**src/rtl/fetch_pkg.sv**
```systemverilog
// fetch_pkg: shared types and helpers for the instruction fetch unit.
package fetch_pkg;

  typedef enum logic [1:0] {
    IDLE  = 2'd0,
    RUN   = 2'd1,
    DRAIN = 2'd2,
    DONE  = 2'd3
  } fetch_state_t;

  // Address width for a ROM of mem_length words (at least one bit).
  function automatic int fetch_aw(input int mem_length);
    return (mem_length > 1) ? $clog2(mem_length) : 1;
  endfunction

endpackage

```
**src/rtl/instruction_fetch_unit_if.sv**
```systemverilog
// instruction_fetch_unit_if: control, ROM and decode-side signals of the fetch unit.
// master = fetch unit, slave = surrounding system (ROM, decode, sequencer control).
interface instruction_fetch_unit_if #(
  parameter int DATA_LENGTH = 32,
  parameter int MEM_LENGTH  = 32
);
  localparam int AW = fetch_pkg::fetch_aw(MEM_LENGTH);

  logic                   start;
  logic [AW-1:0]          start_addr;
  logic                   redirect_valid;
  logic [AW-1:0]          redirect_addr;
  logic [AW-1:0]          imem_address;
  logic [DATA_LENGTH-1:0] imem_data;
  logic                   instr_valid;
  logic                   instr_ready;
  logic [DATA_LENGTH-1:0] instr_data;
  logic [AW-1:0]          instr_pc;
  logic                   busy;
  logic                   done;

  modport master (
    input  start, start_addr, redirect_valid, redirect_addr, imem_data, instr_ready,
    output imem_address, instr_valid, instr_data, instr_pc, busy, done
  );

  modport slave (
    output start, start_addr, redirect_valid, redirect_addr, imem_data, instr_ready,
    input  imem_address, instr_valid, instr_data, instr_pc, busy, done
  );

endinterface

```
**src/rtl/fetch_skid_buffer.sv**
```systemverilog
// fetch_skid_buffer: 2-entry FIFO with registered outputs holding {pc, data}.
// flush empties it in one cycle; the fetch unit never pushes into a full buffer.
module fetch_skid_buffer #(
  parameter int WIDTH = 8
) (
  input  logic             clk,
  input  logic             rst,
  input  logic             flush,
  input  logic             push,
  input  logic [WIDTH-1:0] push_data,
  input  logic             pop,
  output logic             out_valid,
  output logic [WIDTH-1:0] out_data,
  output logic [1:0]       count
);
  logic [WIDTH-1:0] entry_q [2];
  logic             rd_ptr_q, wr_ptr_q;
  logic [1:0]       count_q;

  assign out_valid = (count_q != 2'd0);
  assign out_data  = entry_q[rd_ptr_q];
  assign count     = count_q;

  // Storage, pointers and occupancy; flush discards everything held.
  always_ff @(posedge clk) begin
    if (rst) begin
      for (int i = 0; i < 2; i++) entry_q[i] <= '0;
      rd_ptr_q <= 1'b0;
      wr_ptr_q <= 1'b0;
      count_q  <= 2'd0;
    end else if (flush) begin
      rd_ptr_q <= 1'b0;
      wr_ptr_q <= 1'b0;
      count_q  <= 2'd0;
    end else begin
      if (push) begin
        entry_q[wr_ptr_q] <= push_data;
        wr_ptr_q          <= ~wr_ptr_q;
      end
      if (pop) rd_ptr_q <= ~rd_ptr_q;
      count_q <= count_q + {1'b0, push} - {1'b0, pop};
    end
  end

endmodule

```
**src/rtl/instruction_fetch_unit.sv**
```systemverilog
// instruction_fetch_unit: owns the PC, issues one ROM read per cycle and delivers
// words to decode over valid/ready, with redirects and a clean stop at the last word.
// Build option IFETCH_OUTREG_EN: decode-side outputs come from a 2-entry skid buffer
// (2-cycle issue-to-valid latency); otherwise outputs follow the ROM with 1-cycle latency.
module instruction_fetch_unit
  import fetch_pkg::*;
#(
  parameter int DATA_LENGTH = 32,
  parameter int MEM_LENGTH  = 32
) (
  input  logic clk,
  input  logic rst,
  instruction_fetch_unit_if.master bus
);
  localparam int AW = fetch_aw(MEM_LENGTH);
  localparam logic [AW-1:0] LAST_ADDR = AW'(MEM_LENGTH - 1);

  fetch_state_t  state_q, state_d;
  logic [AW-1:0] pc_q, pc_d;
  logic          active, redirect, issue, seq_ok, drained;
  logic [AW-1:0] issue_addr, hold_addr;

  assign active           = (state_q == RUN) || (state_q == DRAIN);
  assign redirect         = active && bus.redirect_valid;
  assign bus.busy         = active;
  assign bus.done         = (state_q == DONE);
  assign bus.imem_address = issue_addr;

  // Next state, next PC and issue decision; redirect outranks stall and sequential issue.
  always_comb begin
    state_d    = state_q;
    pc_d       = pc_q;
    issue      = 1'b0;
    issue_addr = hold_addr;
    if (redirect) begin
      issue      = 1'b1;
      issue_addr = bus.redirect_addr;
      // A redirect onto the last word goes straight to DRAIN; the PC never wraps.
      if (bus.redirect_addr == LAST_ADDR) begin
        state_d = DRAIN;
        pc_d    = bus.redirect_addr;
      end else begin
        state_d = RUN;
        pc_d    = bus.redirect_addr + 1'b1;
      end
    end else begin
      case (state_q)
        IDLE, DONE: begin
          if (bus.start) begin
            state_d = RUN;
            pc_d    = bus.start_addr;
          end
        end
        RUN: begin
          if (seq_ok) begin
            issue      = 1'b1;
            issue_addr = pc_q;
            if (pc_q == LAST_ADDR) state_d = DRAIN;
            else                   pc_d    = pc_q + 1'b1;
          end
        end
        DRAIN: begin
          if (drained) state_d = DONE;
        end
        default: state_d = IDLE;
      endcase
    end
  end

  // State and PC registers.
  always_ff @(posedge clk) begin
    if (rst) begin
      state_q <= IDLE;
      pc_q    <= '0;
    end else begin
      state_q <= state_d;
      pc_q    <= pc_d;
    end
  end

`ifdef IFETCH_OUTREG_EN
  logic                      inflight_q;
  logic [AW-1:0]             inflight_pc_q;
  logic [1:0]                occupancy;
  logic                      push, pop, skid_valid;
  logic [AW+DATA_LENGTH-1:0] skid_out;

  assign pop       = skid_valid && bus.instr_ready;
  // The read in flight during a redirect is dropped instead of buffered.
  assign push      = inflight_q && !redirect;
  // Issue only if the word can land without overflowing the buffer.
  assign seq_ok    = ({1'b0, occupancy} + {2'b00, inflight_q}) < (3'd2 + {2'b00, pop});
  assign drained   = !inflight_q && ((occupancy == 2'd0) || ((occupancy == 2'd1) && pop));
  assign hold_addr = pc_q;

  assign bus.instr_valid = skid_valid;
  assign bus.instr_pc    = skid_out[AW+DATA_LENGTH-1:DATA_LENGTH];
  assign bus.instr_data  = skid_out[DATA_LENGTH-1:0];

  // Remember the read issued this cycle; its data appears on imem_data next cycle.
  always_ff @(posedge clk) begin
    if (rst) begin
      inflight_q    <= 1'b0;
      inflight_pc_q <= '0;
    end else begin
      inflight_q <= issue;
      if (issue) inflight_pc_q <= issue_addr;
    end
  end

  fetch_skid_buffer #(
    .WIDTH(AW + DATA_LENGTH)
  ) u_skid (
    .clk       (clk),
    .rst       (rst),
    .flush     (redirect),
    .push      (push),
    .push_data ({inflight_pc_q, bus.imem_data}),
    .pop       (pop),
    .out_valid (skid_valid),
    .out_data  (skid_out),
    .count     (occupancy)
  );
`else
  logic          valid_q, valid_d, stall;
  logic [AW-1:0] ipc_q, ipc_d;

  assign stall   = valid_q && !bus.instr_ready;
  assign seq_ok  = !stall;
  assign drained = !stall;
  // While stalled the ROM re-reads the presented word so its output holds steady.
  assign hold_addr = stall ? ipc_q : pc_q;

  assign bus.instr_valid = valid_q;
  assign bus.instr_pc    = ipc_q;
  assign bus.instr_data  = valid_q ? bus.imem_data : '0;

  // Presented word: a fresh issue replaces it, a stall keeps it, otherwise it retires.
  always_comb begin
    valid_d = 1'b0;
    ipc_d   = ipc_q;
    if (issue) begin
      valid_d = 1'b1;
      ipc_d   = issue_addr;
    end else if (stall) begin
      valid_d = valid_q;
    end
  end

  // Output-side valid and PC registers.
  always_ff @(posedge clk) begin
    if (rst) begin
      valid_q <= 1'b0;
      ipc_q   <= '0;
    end else begin
      valid_q <= valid_d;
      ipc_q   <= ipc_d;
    end
  end
`endif

endmodule

```
**src/flat_wrapper.sv**
```systemverilog
// flat-port wrapper written by rule: the top's interface ports become plain ports
module instruction_fetch_unit_flat import fetch_pkg::*;
#(
  parameter int DATA_LENGTH = 32,
  parameter int MEM_LENGTH  = 32
)
  (clk, rst, bus_start, bus_start_addr, bus_redirect_valid, bus_redirect_addr, bus_imem_data, bus_instr_ready, bus_imem_address, bus_instr_valid, bus_instr_data, bus_instr_pc, bus_busy, bus_done);
  instruction_fetch_unit_if #(.DATA_LENGTH(DATA_LENGTH), .MEM_LENGTH(MEM_LENGTH)) bus_i ();
  input  logic clk;
  input  logic rst;
  input wire logic [$bits(bus_i.start)-1:0] bus_start;
  input wire logic [$bits(bus_i.start_addr)-1:0] bus_start_addr;
  input wire logic [$bits(bus_i.redirect_valid)-1:0] bus_redirect_valid;
  input wire logic [$bits(bus_i.redirect_addr)-1:0] bus_redirect_addr;
  input wire logic [$bits(bus_i.imem_data)-1:0] bus_imem_data;
  input wire logic [$bits(bus_i.instr_ready)-1:0] bus_instr_ready;
  output wire logic [$bits(bus_i.imem_address)-1:0] bus_imem_address;
  output wire logic [$bits(bus_i.instr_valid)-1:0] bus_instr_valid;
  output wire logic [$bits(bus_i.instr_data)-1:0] bus_instr_data;
  output wire logic [$bits(bus_i.instr_pc)-1:0] bus_instr_pc;
  output wire logic [$bits(bus_i.busy)-1:0] bus_busy;
  output wire logic [$bits(bus_i.done)-1:0] bus_done;
  assign bus_i.start = bus_start;
  assign bus_i.start_addr = bus_start_addr;
  assign bus_i.redirect_valid = bus_redirect_valid;
  assign bus_i.redirect_addr = bus_redirect_addr;
  assign bus_i.imem_data = bus_imem_data;
  assign bus_i.instr_ready = bus_instr_ready;
  assign bus_imem_address = bus_i.imem_address;
  assign bus_instr_valid = bus_i.instr_valid;
  assign bus_instr_data = bus_i.instr_data;
  assign bus_instr_pc = bus_i.instr_pc;
  assign bus_busy = bus_i.busy;
  assign bus_done = bus_i.done;
  instruction_fetch_unit #(.DATA_LENGTH(DATA_LENGTH), .MEM_LENGTH(MEM_LENGTH)) u_core (.clk(clk), .rst(rst), .bus(bus_i));
endmodule
```
**config.mk**
```make
export PLATFORM = sky130hd
export DESIGN_NAME = instruction_fetch_unit_flat
export DESIGN_NICKNAME = d
export VERILOG_FILES = /design/src/rtl/fetch_pkg.sv /design/src/rtl/instruction_fetch_unit_if.sv /design/src/rtl/fetch_skid_buffer.sv /design/src/rtl/instruction_fetch_unit.sv /design/src/flat_wrapper.sv
export SDC_FILE = /design/constraint.sdc
export NUM_CORES = 1
export LEC_CHECK = 0
export CORE_ASPECT_RATIO = 0.5
export CORE_MARGIN = 5
export CORE_UTILIZATION = 38
export DETAILED_ROUTE_END_ITERATION = 12
export GPL_ROUTABILITY_DRIVEN = 0
export GPL_TIMING_DRIVEN = 0
export PLACE_DENSITY = 0.95
export SKIP_LAST_GASP = 1
export SYNTH_ARGS = -nofsm -noshare
export SYNTH_HDL_FRONTEND = slang
export SYNTH_HIERARCHICAL = 1
export SYNTH_SLANG_ARGS = --single-unit
```
**constraint.sdc**
```tcl
create_clock -name clk -period 4.45 [get_ports clk]
set_input_delay 0.89 -clock clk [delete_from_list [all_inputs] [get_ports clk]]
set_output_delay 0.89 -clock clk [all_outputs]
set_load 0.05 [all_outputs]
```
== Word level (Yosys, flattened, before mapping) ==
Index checks and enable logic that the tools add are counted.

* Flip-flop bits (word level): 13
* Input bits: 47
* Output and inout port bits: 45
* Word-level logic and storage cells: 49

* $add $sub $neg: 2
* Equality and inequality tests: 11
* Mux-type cells: 23
* Reduce and logical (&&, ||, !) cells: 9

{| class="wikitable"
|+ Operator list
! operator !! count
|-
| $mux 5 || 9
|-
| $mux 32 || 1
|-
| $ne 3x2->1 const B || 5
|-
| $mux 2 || 6
|-
| $add 5x1->5 const B || 2
|-
| $eq 5x5->1 const B || 2
|-
| $pmux 5 s2 || 1
|-
| $reduce_and 4->1 || 2
|-
| $pmux 2 s3 || 1
|-
| $mux 1 || 5
|-
| $eq 2x2->1 const B || 2
|-
| $reduce_bool 3->1 || 1
|-
| $eq 2x1->1 const B || 1
|-
| $logic_and 1x1->1 || 2
|-
| $logic_not 2->1 || 1
|-
| $ne 2x1->1 const B || 1
|-
| $reduce_or 2->1 || 1
|-
| $logic_not 1->1 || 1
|-
| $logic_or 1x1->1 || 1
|}

== Longest topological paths before layout ==
* Depth in word-level cells: 6
* Mapped depth: 8
* Mapped depth without buffers: 7

== Worst setup path after synthesis ==
OpenSTA, ideal clock, no wires.

* Kind: input-to-output
* From: input port bus_instr_ready
* To: output port bus_imem_address[2]
* Arrival: 2.132 ns
* Required time: 3.560 ns
* Path slack: 1.428 ns
* Cell stages on the path: 4
* Path buffers: 1
* Cells stage by stage: nand2b_1 buf_6 mux2i_1 a21oi_1

* Word-level cells in the longest chain between the ends: 6

{| class="wikitable"
|+ Ends and longest elaborated chain
! what !! line !! source
|-
| start, declared || flat_wrapper.sv:16 || <nowiki>input wire logic [$bits(bus_i.instr_ready)-1:0] bus_instr_ready;</nowiki>
|-
| $logic_not 1->1 (*) || instruction_fetch_unit.sv:128 || <nowiki>assign stall = valid_q && !bus.instr_ready;</nowiki>
|-
| $logic_and 1x1->1 (*) || instruction_fetch_unit.sv:128 ||
|-
| $mux 5 || instruction_fetch_unit.sv:132 || <nowiki>assign hold_addr = stall ? ipc_q : pc_q;</nowiki>
|-
| $mux 5 || instruction_fetch_unit.sv:55 || <nowiki>if (seq_ok) begin</nowiki>
|-
| $mux 5 (*) || instruction_fetch_unit.sv:47 || <nowiki>case (state_q)</nowiki>
|-
| $mux 5 (*) || instruction_fetch_unit.sv:35 || <nowiki>if (redirect) begin</nowiki>
|-
| end, declared || flat_wrapper.sv:17 || <nowiki>output wire logic [$bits(bus_i.imem_address)-1:0] bus_imem_address;</nowiki>
|}

Mark *: on every way between the ends. The rest lies on a longest branch, timed or not.

== Worst setup path in the final report ==
* From: input port bus_instr_ready
* To: output port bus_imem_address[0]

Same word-level chain as after synthesis.

==> flow_metrics.py <==
metrics = {
    "outcome": {
        "status": "finished, final reports clean",
    },
    "cts": {
        "clk_latency_ns": 0.25,
        "cts_buffers": 3,
        "clk_pin_slew_ns": 0.06,
        "postCtsHoldBufs": 0,
        "cts_tree": "done",
        "cts_max_path_buffers": 2,
        "cts_sinks": 13,
        "htreeDepth": 1,
        "ctsResizeCount": 0,
        "cts-root-buf": "clkbuf_8",
        "postCtsSetupBuffers": 0,
    },
    "detailed_routing": {
        "routedWlPerCell_um": 16.31,
        "detail_route.wirelength_um": 4957,
        "drc_errors": 0,
        "dr_total_vias": 1634,
        "viasPerCell": 5.375,
        "drt_first_pass_iters": 4,
        "drt_iter0_markers": 78,
        "ant_nets": 0,
    },
    "logic_synthesis": {
        "synth_edf_count": 0,
        "synth_commonest_cells": "and2_1, a21oi_1, dfxtp_1, nor2_1, nand2_1",
        "synth_area_mm2": 0.001313,
        "synth_top_area_cell": "dfxtp_1",
        "ys_seq_area_share_pct": 19.83,
        "yosys_most_used_dff": "dfxtp_1",
        "yosysMostFrequentCell": "and2_1",
        "synthTopCellsByArea": "dfxtp_1, and2_1, mux2i_1, ha_1, a21oi_1",
        "ys_types": 47,
        "synthArstFlopShare_pct": 0,
        "avgSynthCellArea_um2": 7.859,
        "yosysTopAreaCellShare_pct": 19.83,
        "synth_nets": 221,
        "yosys_warnings": 6,
        "synth_seq_cells": 13,
        "syn_inst": 167,
    },
    "floorplanning": {
        "core-area_mm2": 0.003378,
        "die_area_mm2": 0.004801,
        "fp.dieH_um": 51.56,
        "rows": 15,
        "io_pins": 92,
        "die_w_um": 93.12,
        "start_util_pct": 38.85,
    },
    "timing": {
        "rsz0062_at_grt": "false",
        "relSlewSlack_pct": 59.22,
        "fin_ws_ns": 0.7629,
        "fin_crit_ns": 3.687,
        "worst_pin_slew_ns": 0.5963,
        "hold_viol_final": 0,
        "finClkSkew_ns": 0.003705,
        "fmax_mhz": 271.2,
        "timing.hold.ws_ns": 0.4771,
        "fin_crit_sh_pct": 82.86,
        "slew_viol_final": 0,
        "tns_ns": 0,
        "setup_violations": 0,
    },
    "global_route": {
        "grt_pass1_vias": 1588,
        "grt_remaining_overflow": 0,
        "antenna_found_initial": 0,
        "grt_pass1_wl_um": 7562,
        "grt_max_degree": 11,
        "grtUsageTotal_pct": 19.66,
    },
    "pwr": {
        "p_sw_share_pct": 55.94,
        "power_frac_comb_pct": 78.5,
        "p_clk_share_pct": 7.5,
        "intPower_uw": 659.4,
        "power.total_uw": 1497,
        "p_per_area_mw_per_mm2": 644.5,
        "power_frac_seq_pct": 14.0,
        "vdd_drop_max_uv": 483.8,
        "switching_power_uw": 837.3,
        "leakage_uw": 0.0009232,
    },
    "place": {
        "dp_hpwl_um": 4013,
        "portBuffers": 91,
        "dp_slack_ns": 0.7732,
    },
    "critical_path": {
        "timing_worst_setup_path_type": "in2out",
        "cp-end-kind": "output port",
        "worstPathMaxFanout": 6,
        "crit_required_ns": 3.56,
        "crit_chain": "clkdlybuf4s50_1 > and2b_1 > buf_6 > mux2i_1 > a21oi_1 > clkdlybuf4s50_1",
        "cp_slowest_cell": "clkdlybuf4s50_1",
        "cp.arrival_ns": 2.80,
        "cp_top_family": "buffers and inverters",
        "timing.critical_path.mode_cell": "clkdlybuf4s50_1",
        "cp-start-kind": "input pin",
        "crit_path_max_incr_delay_ns": 0.82,
        "cp_num_buf_inv": 3,
    },
    "layout": {
        "drive_gt1_share_pct": 7.634,
        "diodes": 0,
        "area_growth_pct": 76.93,
        "fin_util_pct": 68.74,
        "fillCellCount": 291,
        "layout.nets": 317,
    },
    "run": {
        "drv_cap": 0,
    },
    "hold_path": {
        "holdCritPathClass": "reg2reg",
    },
}
==> power groups by stage <==
stage               Combinational [uW]  Sequential [uW]  Clock [uW]
global placement                  1140              209           0
floorplan                          762              256           0
finish                            1180              209         112
CTS                               1170              209         113
detailed placement                1170              211           0
global route                      1240              216         121
==> tightest hold or removal path, delay by kind of cell, from the launching register on <==
kind	cells	cell delay (ns)
AOI/OAI and AO/OA	1	0.05
and+or+nand+nor	1	0.06
DFF	1	0.33
==> cells by family after synthesis <==
kind of cell / count (synthesis) / share of synthesized area (%)
compound gates: 45 / 24.69
xor+xnor: 3 / 2.002
fa+ha+maj: 7 / 6.673
buf+inv: 17 / 8.293
flops: 13 / 19.83
mux: 9 / 6.864
simple gates: 73 / 31.65
==> layer usage <==
metal	track usage, %	wire length, um	vias up
met5	0	0	-
met4	4.866	74	0
met3	5.925	479	12
met2	36.11	2449	96
met1	22.66	1953	747
li1	-	-	779
==> cells in the final DEF (no fill, tap or decap), types with 2 or more instances in the layout <==
cell type,instances
clkdlybuf4s50_1,91
and2_1,32
a21oi_1,14
dfxtp_1,13
nor2_1,11
nand2_1,10
mux2i_1,9
ha_1,7
inv_1,6
a211o_1,5
clkbuf_8,4
buf_6,4
nand3_1,4
clkbuf_1,3
nor2b_1,3
o21ai_0,3
xor2_1,3
nand2b_1,2
and2_2,2
nand4_1,2
a211oi_1,2
o41ai_1,2
a31oi_1,2
a21oi_2,2
nor3_1,2
==> path summary, 6_finish.rpt <==
check / startpoint / end / slack (ns) / cells after the start
setup / recovery: bus_instr_ready / bus_imem_address[0] / 0.76 / 6
hold / removal: u_core/bus.instr_pc[2] / u_core/bus.instr_pc[2] / 0.48 / 2
setup reg to reg: u_core/pc_q[0] / u_core/pc_q[0] / 2.30 / 7
hold reg to reg: u_core/bus.instr_pc[2] / u_core/bus.instr_pc[2] / 0.48 / 2
==> sequential cells by signal, summed over array words and instances, names as in the netlist <==
signal and count:
u_core/bus.instr_valid 1, u_core/pc_q 5, u_core/state_q 2, u_core/bus.instr_pc 5
==> layout make-up <==
cell class	count	area, um^2	area share [%]
timing repair buffer	91	910.9	39.22
buffer	10	82.58	3.556
multi-input combinational	137	943.4	40.62
inverter	7	26.28	1.131
clock inverter	1	5.005	0.2155
clock buffer	3	41.29	1.778
tap	42	52.55	2.263
sequential	13	260.3	11.21
==> metrics by stage <==
stage          instance area [um^2]  std cells
2_1_floorplan                  1313        167
3_3_place_gp                   2276        300
6_report                       2322        304
3_5_place_dp                   2276        300
5_1_grt                        2322        304
4_1_cts                        2322        304
(Power assumes the default switching activity.)
